--- config.mk ---
export PLATFORM = sky130hd
export DESIGN_NAME = ntt_sched
export DESIGN_NICKNAME = d
export VERILOG_FILES = /design/src/rtl/ntt_sched_pkg.sv /design/src/rtl/ntt_sched_rr_arbiter.sv /design/src/rtl/ntt_sched.sv
export SDC_FILE = /design/constraint.sdc
export NUM_CORES = 1
export LEC_CHECK = 0
export ABC_AREA = 1
export CAP_MARGIN = 20
export CORE_MARGIN = 1
export CORE_UTILIZATION = 46
export DETAILED_ROUTE_END_ITERATION = 10
export MAX_ROUTING_LAYER = met4
export PLACE_DENSITY = 0.95
export SETUP_SLACK_MARGIN = 0.2
export SLEW_MARGIN = 20
export SYNTH_ARGS = -nofsm -noshare
export SYNTH_HDL_FRONTEND = slang
export SYNTH_SLANG_ARGS = --single-unit
export TNS_END_PERCENT = 30
--- constraint.sdc ---
create_clock -name i_clk -period 5.1 [get_ports i_clk]
set_clock_uncertainty 0.2 [all_clocks]
set_input_delay 1.275 -clock i_clk [delete_from_list [all_inputs] [get_ports i_clk]]
set_output_delay 1.275 -clock i_clk [all_outputs]
set_load 0.1 [all_outputs]
--- src/rtl/ntt_sched_pkg.sv ---
// Shared types and defaults for the ntt job scheduler.
package ntt_sched_pkg;

    typedef enum logic [2:0] {
        IDLE,
        LOAD,
        WAIT,
        DRAIN,
        DONE
    } state_t;

    localparam int N_COEF_DEF = 256;

    typedef logic signed [31:0] coef_t;

endpackage

--- src/rtl/ntt_sched_rr_arbiter.sv ---
// Combinational round-robin pick: first requester at or after ptr wins.
module rr_arbiter
    import ntt_sched_pkg::*;
#(
    parameter int N_REQ = 2,
    parameter int PTR_W = 1
) (
    input  logic [N_REQ-1:0] req,
    input  logic [PTR_W-1:0] ptr,
    output logic [N_REQ-1:0] gnt
);

    logic [PTR_W-1:0] idx;
    logic             found;

    always_comb begin
        gnt   = '0;
        found = 1'b0;
        idx   = '0;
        for (int k = 0; k < N_REQ; k++) begin
            idx = PTR_W'((int'(ptr) + k) % N_REQ);
            if (!found && req[idx]) begin
                gnt[idx] = 1'b1;
                found    = 1'b1;
            end
        end
    end

endmodule

--- src/rtl/ntt_sched.sv ---
// Round-robin scheduler sharing one streaming ntt core between N_REQ requesters.
// Optional watchdog on the core output stream: define NTT_SCHED_TIMEOUT_EN.
//
// state | meaning
// IDLE  | no job, waiting for any request
// LOAD  | forwarding the owner's coefficients to the core
// WAIT  | all inputs sent, waiting for the first core output
// DRAIN | routing core outputs back to the owner
// DONE  | one-cycle completion, grant released
module ntt_sched
    import ntt_sched_pkg::*;
#(
    parameter int N_REQ       = 2,
    parameter int DATA_W      = 32,
    parameter int N_COEF      = N_COEF_DEF,
    parameter int TIMEOUT_CYC = 4096
) (
    input  logic                    i_clk,
    input  logic                    i_rst_n,
    input  logic [N_REQ-1:0]        i_req,
    input  logic [N_REQ-1:0]        i_algo,
    input  logic [N_REQ-1:0]        i_intt,
    input  logic [N_REQ-1:0]        i_valid,
    input  logic [N_REQ*DATA_W-1:0] i_data,
    output logic [N_REQ-1:0]        o_gnt,
    output logic [N_REQ-1:0]        o_valid,
    output logic [DATA_W-1:0]       o_data,
    output logic [N_REQ-1:0]        o_done,
    output logic                    o_busy,
    output logic                    o_err,
    output logic                    o_core_ready,
    output logic                    o_core_algo,
    output logic                    o_core_intt,
    output logic [DATA_W-1:0]       o_core_data,
    input  logic                    i_core_valid,
    input  logic [DATA_W-1:0]       i_core_data
);

    localparam int PTR_W = $clog2(N_REQ);
    localparam int CNT_W = $clog2(N_COEF) + 1;

    if (N_REQ < 2 || N_REQ > 8 || TIMEOUT_CYC < 1) begin : g_param_chk
        $error("ntt_sched: unsupported parameter set");
    end

    state_t              state, state_nxt;
    logic [N_REQ-1:0]    win;
    logic [PTR_W-1:0]    win_idx;
    logic [N_REQ-1:0]    gnt_q, gnt_nxt;
    logic [PTR_W-1:0]    gidx_q, gidx_nxt, ptr_q, ptr_nxt;
    logic                algo_q, algo_nxt, intt_q, intt_nxt;
    logic                ready_q, ready_nxt;
    logic [DATA_W-1:0]   cdata_q, cdata_nxt, odata_q, odata_nxt;
    logic [CNT_W-1:0]    in_cnt, in_nxt, out_cnt, out_nxt;
    logic [N_REQ-1:0]    valid_q, valid_nxt, done_q, done_nxt;

`ifdef NTT_SCHED_TIMEOUT_EN
    localparam int WD_W = $clog2(TIMEOUT_CYC + 1);
    logic [WD_W-1:0]     wd_q, wd_nxt;
    logic                err_q, err_nxt;
`endif

    rr_arbiter #(
        .N_REQ (N_REQ),
        .PTR_W (PTR_W)
    ) u_arb (
        .req (i_req),
        .ptr (ptr_q),
        .gnt (win)
    );

    always_comb begin
        win_idx = '0;
        for (int k = 0; k < N_REQ; k++)
            if (win[k]) win_idx = PTR_W'(k);
    end

    always_comb begin
        state_nxt = state;
        gnt_nxt   = gnt_q;
        gidx_nxt  = gidx_q;
        ptr_nxt   = ptr_q;
        algo_nxt  = algo_q;
        intt_nxt  = intt_q;
        ready_nxt = 1'b0;
        cdata_nxt = cdata_q;
        odata_nxt = odata_q;
        in_nxt    = in_cnt;
        out_nxt   = out_cnt;
        valid_nxt = '0;
        done_nxt  = '0;
`ifdef NTT_SCHED_TIMEOUT_EN
        wd_nxt    = wd_q;
        err_nxt   = 1'b0;
`endif
        case (state)
            IDLE: begin
                if (|i_req) begin
                    state_nxt = LOAD;
                    gnt_nxt   = win;
                    gidx_nxt  = win_idx;
                    algo_nxt  = i_algo[win_idx];
                    intt_nxt  = i_intt[win_idx];
                    ptr_nxt   = (win_idx == PTR_W'(N_REQ - 1)) ? '0 : win_idx + 1'b1;
                    in_nxt    = '0;
                    out_nxt   = '0;
`ifdef NTT_SCHED_TIMEOUT_EN
                    wd_nxt    = '0;
`endif
                end
            end
            LOAD: begin
                ready_nxt = i_valid[gidx_q];
                cdata_nxt = i_data[int'(gidx_q)*DATA_W +: DATA_W];
                if (i_valid[gidx_q]) begin
                    in_nxt = in_cnt + 1'b1;
                    if (in_cnt == CNT_W'(N_COEF - 1)) state_nxt = WAIT;
                end
            end
            // the first core beat is taken in WAIT exactly like a DRAIN beat
            WAIT, DRAIN: begin
                if (i_core_valid) begin
                    valid_nxt = gnt_q;
                    odata_nxt = i_core_data;
                    out_nxt   = out_cnt + 1'b1;
                    if (out_cnt == CNT_W'(N_COEF - 1)) begin
                        state_nxt = DONE;
                        done_nxt  = gnt_q;
                    end else begin
                        state_nxt = DRAIN;
                    end
                end
`ifdef NTT_SCHED_TIMEOUT_EN
                if (i_core_valid) begin
                    wd_nxt = '0;
                end else if (wd_q == WD_W'(TIMEOUT_CYC - 1)) begin
                    err_nxt   = 1'b1;
                    gnt_nxt   = '0;
                    state_nxt = IDLE;
                end else begin
                    wd_nxt = wd_q + 1'b1;
                end
`endif
            end
            DONE: begin
                gnt_nxt   = '0;
                state_nxt = IDLE;
            end
            default: state_nxt = IDLE;
        endcase
    end

    always_ff @(posedge i_clk or negedge i_rst_n) begin
        if (!i_rst_n) begin
            state   <= IDLE;
            gnt_q   <= '0;
            gidx_q  <= '0;
            ptr_q   <= '0;
            algo_q  <= 1'b0;
            intt_q  <= 1'b0;
            ready_q <= 1'b0;
            cdata_q <= '0;
            odata_q <= '0;
            in_cnt  <= '0;
            out_cnt <= '0;
            valid_q <= '0;
            done_q  <= '0;
`ifdef NTT_SCHED_TIMEOUT_EN
            wd_q    <= '0;
            err_q   <= 1'b0;
`endif
        end else begin
            state   <= state_nxt;
            gnt_q   <= gnt_nxt;
            gidx_q  <= gidx_nxt;
            ptr_q   <= ptr_nxt;
            algo_q  <= algo_nxt;
            intt_q  <= intt_nxt;
            ready_q <= ready_nxt;
            cdata_q <= cdata_nxt;
            odata_q <= odata_nxt;
            in_cnt  <= in_nxt;
            out_cnt <= out_nxt;
            valid_q <= valid_nxt;
            done_q  <= done_nxt;
`ifdef NTT_SCHED_TIMEOUT_EN
            wd_q    <= wd_nxt;
            err_q   <= err_nxt;
`endif
        end
    end

    assign o_gnt        = gnt_q;
    assign o_valid      = valid_q;
    assign o_data       = odata_q;
    assign o_done       = done_q;
    assign o_busy       = (state != IDLE);
    assign o_core_ready = ready_q;
    assign o_core_algo  = algo_q;
    assign o_core_intt  = intt_q;
    assign o_core_data  = cdata_q;
`ifdef NTT_SCHED_TIMEOUT_EN
    assign o_err        = err_q;
`else
    assign o_err        = 1'b0;
`endif

endmodule

==> results of run 1 <==
==> area by class of cell <==
| class | count | area [um^2] | share of cell area |
|---|---|---|---|
| clock buffer | 9 | 123.9 | 0.01955 |
| clock inverter | 7 | 63.81 | 0.01007 |
| inverter | 35 | 131.4 | 0.02073 |
| multi-input combinational | 370 | 1658 | 0.2617 |
| sequential | 96 | 2402 | 0.3791 |
| tap | 108 | 135.1 | 0.02133 |
| timing repair buffer | 183 | 1822 | 0.2875 |
==> layer usage <==
| metal | routed length [um] | GRT usage | up-vias | share of wire |
|---|---|---|---|---|
| li1 | - | - | 1992 | - |
| met1 | 4915 | 0.3054 | 1946 | 0.42 |
| met2 | 5731 | 0.4454 | 198 | 0.49 |
| met3 | 895 | 0.06596 | 18 | 0.076 |
| met4 | 174 | 0.08037 | 0 | 0.015 |
| met5 | 0 | - | - | 0 |
==> Yosys cell counts, drive strengths merged <==
cell    instances  area (um^2)
a21boi          1        7.510
a21oi           3        15.01
buf            16        101.4
clkbuf          7        26.28
conb            1        3.750
dfrtp          96         2402
ha              4        50.05
inv            35        131.4
nand2         194        728.2
nand3          17        95.09
nand3b          2        15.01
nand4           1        6.260
nor2           86        342.8
nor3            4        20.02
o21ai          21        105.1
o21bai          1        7.510
o22ai           2        12.51
o31ai          32        240.2
xor2            1        8.760
==> cell families after synthesis <==
kind of cell / count (synthesis) / synth area share
compound gates: 60 / 0.08980
xor+xnor: 1 / 0.002028
fa+ha+maj: 4 / 0.01159
buf+inv: 58 / 0.05997
flops: 96 / 0.5562
other cells: 1 / 0.0008682
simple gates: 304 / 0.2795
==> sequential cells by signal (all words and copies together), names as in the netlist, 2 cells and up <==
signal       count
o_done           2
o_core_data     32
o_valid          2
out_cnt          9
o_data          32
o_gnt            2
in_cnt           9
state            3
==> worst min-delay path, delay by kind of cell (launching register included) <==
kind / cells / cell delay [ps]
simple gates: 2 / 90
flops: 1 / 350
==> path summary, 6_finish.rpt <==
check                           from              end  slack [ps]  cells past startpoint
max in group asynchronous    i_rst_n  o_core_data[12]        3010                      2
hold / removal             o_data[4]        o_data[4]         280                      2
min in group asynchronous    i_rst_n   o_core_data[3]         780                      1
setup reg to reg            state[1]        o_done[1]        2740                      6
hold reg to reg            o_data[4]        o_data[4]         280                      2
setup / recovery            state[0]           o_busy        1450                      3
==> metrics by stage <==
step           hold WS, ps  utilization  instances  setup WS, ps
2_1_floorplan        258.8            -        524          2479
3_5_place_dp         257.6       0.6915        792          1673
4_1_cts              281.6       0.7126        808          1450
5_1_grt              311.2       0.7126        808          1371
6_report             275.1       0.7126        808          1450
3_3_place_gp         254.0       0.6915        792          1798
==> results.cfg, run 1 <==
[clocking]
cts.path.max_buffers = 2
cts_buffers = 9
ctsResizeCount = 0
cts_tree = yes
post_cts_buffers = 0
htree_levels = 3
hold_buffers = 0
clock_latency_ps = 370
cts.clk_slew.worst_paths_ps = 110
clkSinkCount = 96
root_buffer = clkbuf_8

[final_layout]
final_common_cell = nand2_1
fillers = 649
fin_nets = 806
layout-drive-gt1-share = 0.04857
syn_to_final_growth_pct = 46.70
design_area_um2 = 6336
insertedDiodeCount = 0
most-common-layout-cells = 194 x nand2_1, 179 x clkdlybuf4s50_1, 96 x dfrtp_1, 82 x nor2_1, 32 x o31ai_1

[worst_setup_path]
path_cells = nor2_2 > nand2_1 > clkdlybuf4s50_1
cp_max_fo = 4
cp_top_family = buffers and inverters
path_buf_inv = 1
crit_slowest_cell = clkdlybuf4s50_1
criticalPathCategory = register to output port
worst_setup_path_end_kind = output port
worstSetupStartpointType = register
slowest_delay_ps = 1150
cp.arrival_ps = 2170
worst_ep_required_time_ps = 3620

[drt]
drt_first_pass_iters = 4
viasPerCell = 5.141
wl_per_cell_um = 14.50
routed_wl_um = 11720
drc = 0
drtAntennaViolNets = 0
drt_iter0_drc = 184
via_count = 4154

[run]
drv_cap = 0

[synthesis]
netlist_area_um2 = 4319
ys.warnings.count = 0
synth.distinct_cells = 26
ys_ff_latch = 96
ys_seq_area_frac = 0.5562
syn_nets = 635
avgSynthCellArea_um2 = 8.243
syn_inst = 524

[timing]
drv_slew = 0
finalHoldViolCount = 0
max_slew_margin = 0.2844
rsz0062_at_grt = false
period_minus_slack_ps = 3650
worst_pin_slew_ps = 1070
min_period_over_period = 0.7156
max_freq_mhz = 274.0
setup_viol = 0
fin_setup_tns_ps = 0

[placed_design]
place_area_um2 = 6148
place_congestion = 0.8337
hpwl_um = 8663
io_buffers = 180

[floorplanning]
core.rowCount = 34
die_h_um = 98.90
initial_core_util = 0.4858
dieWidth_um = 98.90
die-area_um2 = 9781
core-area_um2 = 8891
ios = 182

[global_route]
grt_antenna_before_repair = 0
grt_pass1_wl_um = 19440
grt_max_degree = 68
grt_pass1_vias = 4186
gr-total-overflow = 0
grt_use_total = 0.2618

[outcome]
status = finished clean

[worst_hold_path]
hp-class = register to register
Power of run 1 is left out: the tool's default activity adds up to more than one toggle a clock period on the data nets, which glitch-free logic cannot reach.
==> run 2, diff against run 1 <==
CORE_UTILIZATION = 43   (was 46)
PLACE_DENSITY = 0.9   (was 0.95)
clock period = 3.6 ns   (was 5.1 ns; I/O delays follow)
==> results.cfg, run 2 (synthesis results as in run 1) <==
[clocking]
hold_buffers = 0
htree_levels = 3
cts_tree = yes
ctsResizeCount = 0
root_buffer = clkbuf_8
clock_latency_ps = 360
cts_buffers = 9
post_cts_buffers = 0
cts.path.max_buffers = 2
cts.clk_slew.worst_paths_ps = 90
clkSinkCount = 96

[worst_setup_path]
critPathLaunch = state[0]
cp.arrival_ps = 1360
worstSetupStartpointType = register
criticalPathCategory = register to output port
worst_ep_required_time_ps = 2500
r2r-start = gidx_q
worst_setup_path_end_kind = output port
cp_max_fo = 4

[global_route]
grt_antenna_before_repair = 0
grt_use_total = 0.2141
grt_pass1_vias = 3782
grt_pass1_wl_um = 16820
grt_max_degree = 83
gr-total-overflow = 0

[placed_design]
hpwl_um = 7912
place_congestion = 0.8416
io_buffers = 180

[timing]
setup_viol = 0
finalHoldViolCount = 0
worst_pin_slew_ps = 731.1
max_freq_mhz = 406.7
drv_slew = 0
max_slew_margin = 0.5126
rsz0062_at_grt = false
fin_setup_tns_ps = 0
min_period_over_period = 0.6829
period_minus_slack_ps = 2459

[floorplanning]
dieWidth_um = 102.2
initial_core_util = 0.4419
die_h_um = 102.2
core-area_um2 = 9774
core.rowCount = 36
ios = 182
die-area_um2 = 10450

[drt]
routed_wl_um = 10860
drt_first_pass_iters = 5
viasPerCell = 4.868
drtAntennaViolNets = 0
via_count = 4060
drt_iter0_drc = 157
wl_per_cell_um = 13.02
drc = 0

[final_layout]
insertedDiodeCount = 0
final_common_cell = nand2_1
syn_to_final_growth_pct = 42.87
fin_nets = 807
layout-drive-gt1-share = 0.1512
most-common-layout-cells = 194 x nand2_1, 105 x clkdlybuf4s50_1, 96 x dfrtp_1, 82 x nor2_1, 78 x buf_4

[outcome]
status = finished clean

[worst_hold_path]
hp-class = register to register
hold_start = o_data[16]

[run]
drv_cap = 0
run 2: cell type report:
class / instances / area, um^2
inverter: 35 / 131.4
clock buffer: 12 / 135.1
fill: 778 / 3603
clock inverter: 4 / 30.03
tap: 133 / 166.4
multi-input combinational: 370 / 1658
timing repair buffer: 184 / 1648
sequential: 96 / 2402
run 2: metrics by stage:
step / hold WS (ps) / area (um^2) / setup WS, ps / util / std cells
2_1_floorplan: 258.8 / 4319 / 1354 / - / 524
3_3_place_gp: 257.0 / 6002 / 1068 / 0.6141 / 818
3_5_place_dp: 262.4 / 6002 / 957.9 / 0.6141 / 818
4_1_cts: 289.9 / 6167 / 1130 / 0.6310 / 834
5_1_grt: 308.9 / 6171 / 1018 / 0.6313 / 834
6_report: 284.3 / 6171 / 1141 / 0.6313 / 834
run 2: path summary, 6_finish.rpt:
| check | depth (start not counted) | slack (ps) | end |
|---|---|---|---|
| max | 3 | 1140 | o_busy |
| min | 2 | 280 | o_data[16] |
| max reg2reg | 8 | 1530 | in_cnt[4] |
| min reg2reg | 2 | 280 | o_data[16] |
| max in group asynchronous | 2 | 2110 | o_data[2] |
| min in group asynchronous | 1 | 350 | o_core_data[3] |
run 2: metal layers:
layer | up-vias | share of wire | global-route usage
met1 | 1868 | 0.44 | 0.2568
met4 | 0 | 0.012 | 0.08132
li1 | 1999 | - | -
met3 | 11 | 0.086 | 0.04172
met5 | - | 0 | -
met2 | 182 | 0.46 | 0.3573
run 2: critical path, stage by stage, from the launching register on:
cell     delay (ps)
dfrtp_1         420
nor2_2          190
nand2_1         130
buf_4           260
Power of run 2 is left out for the same reason.
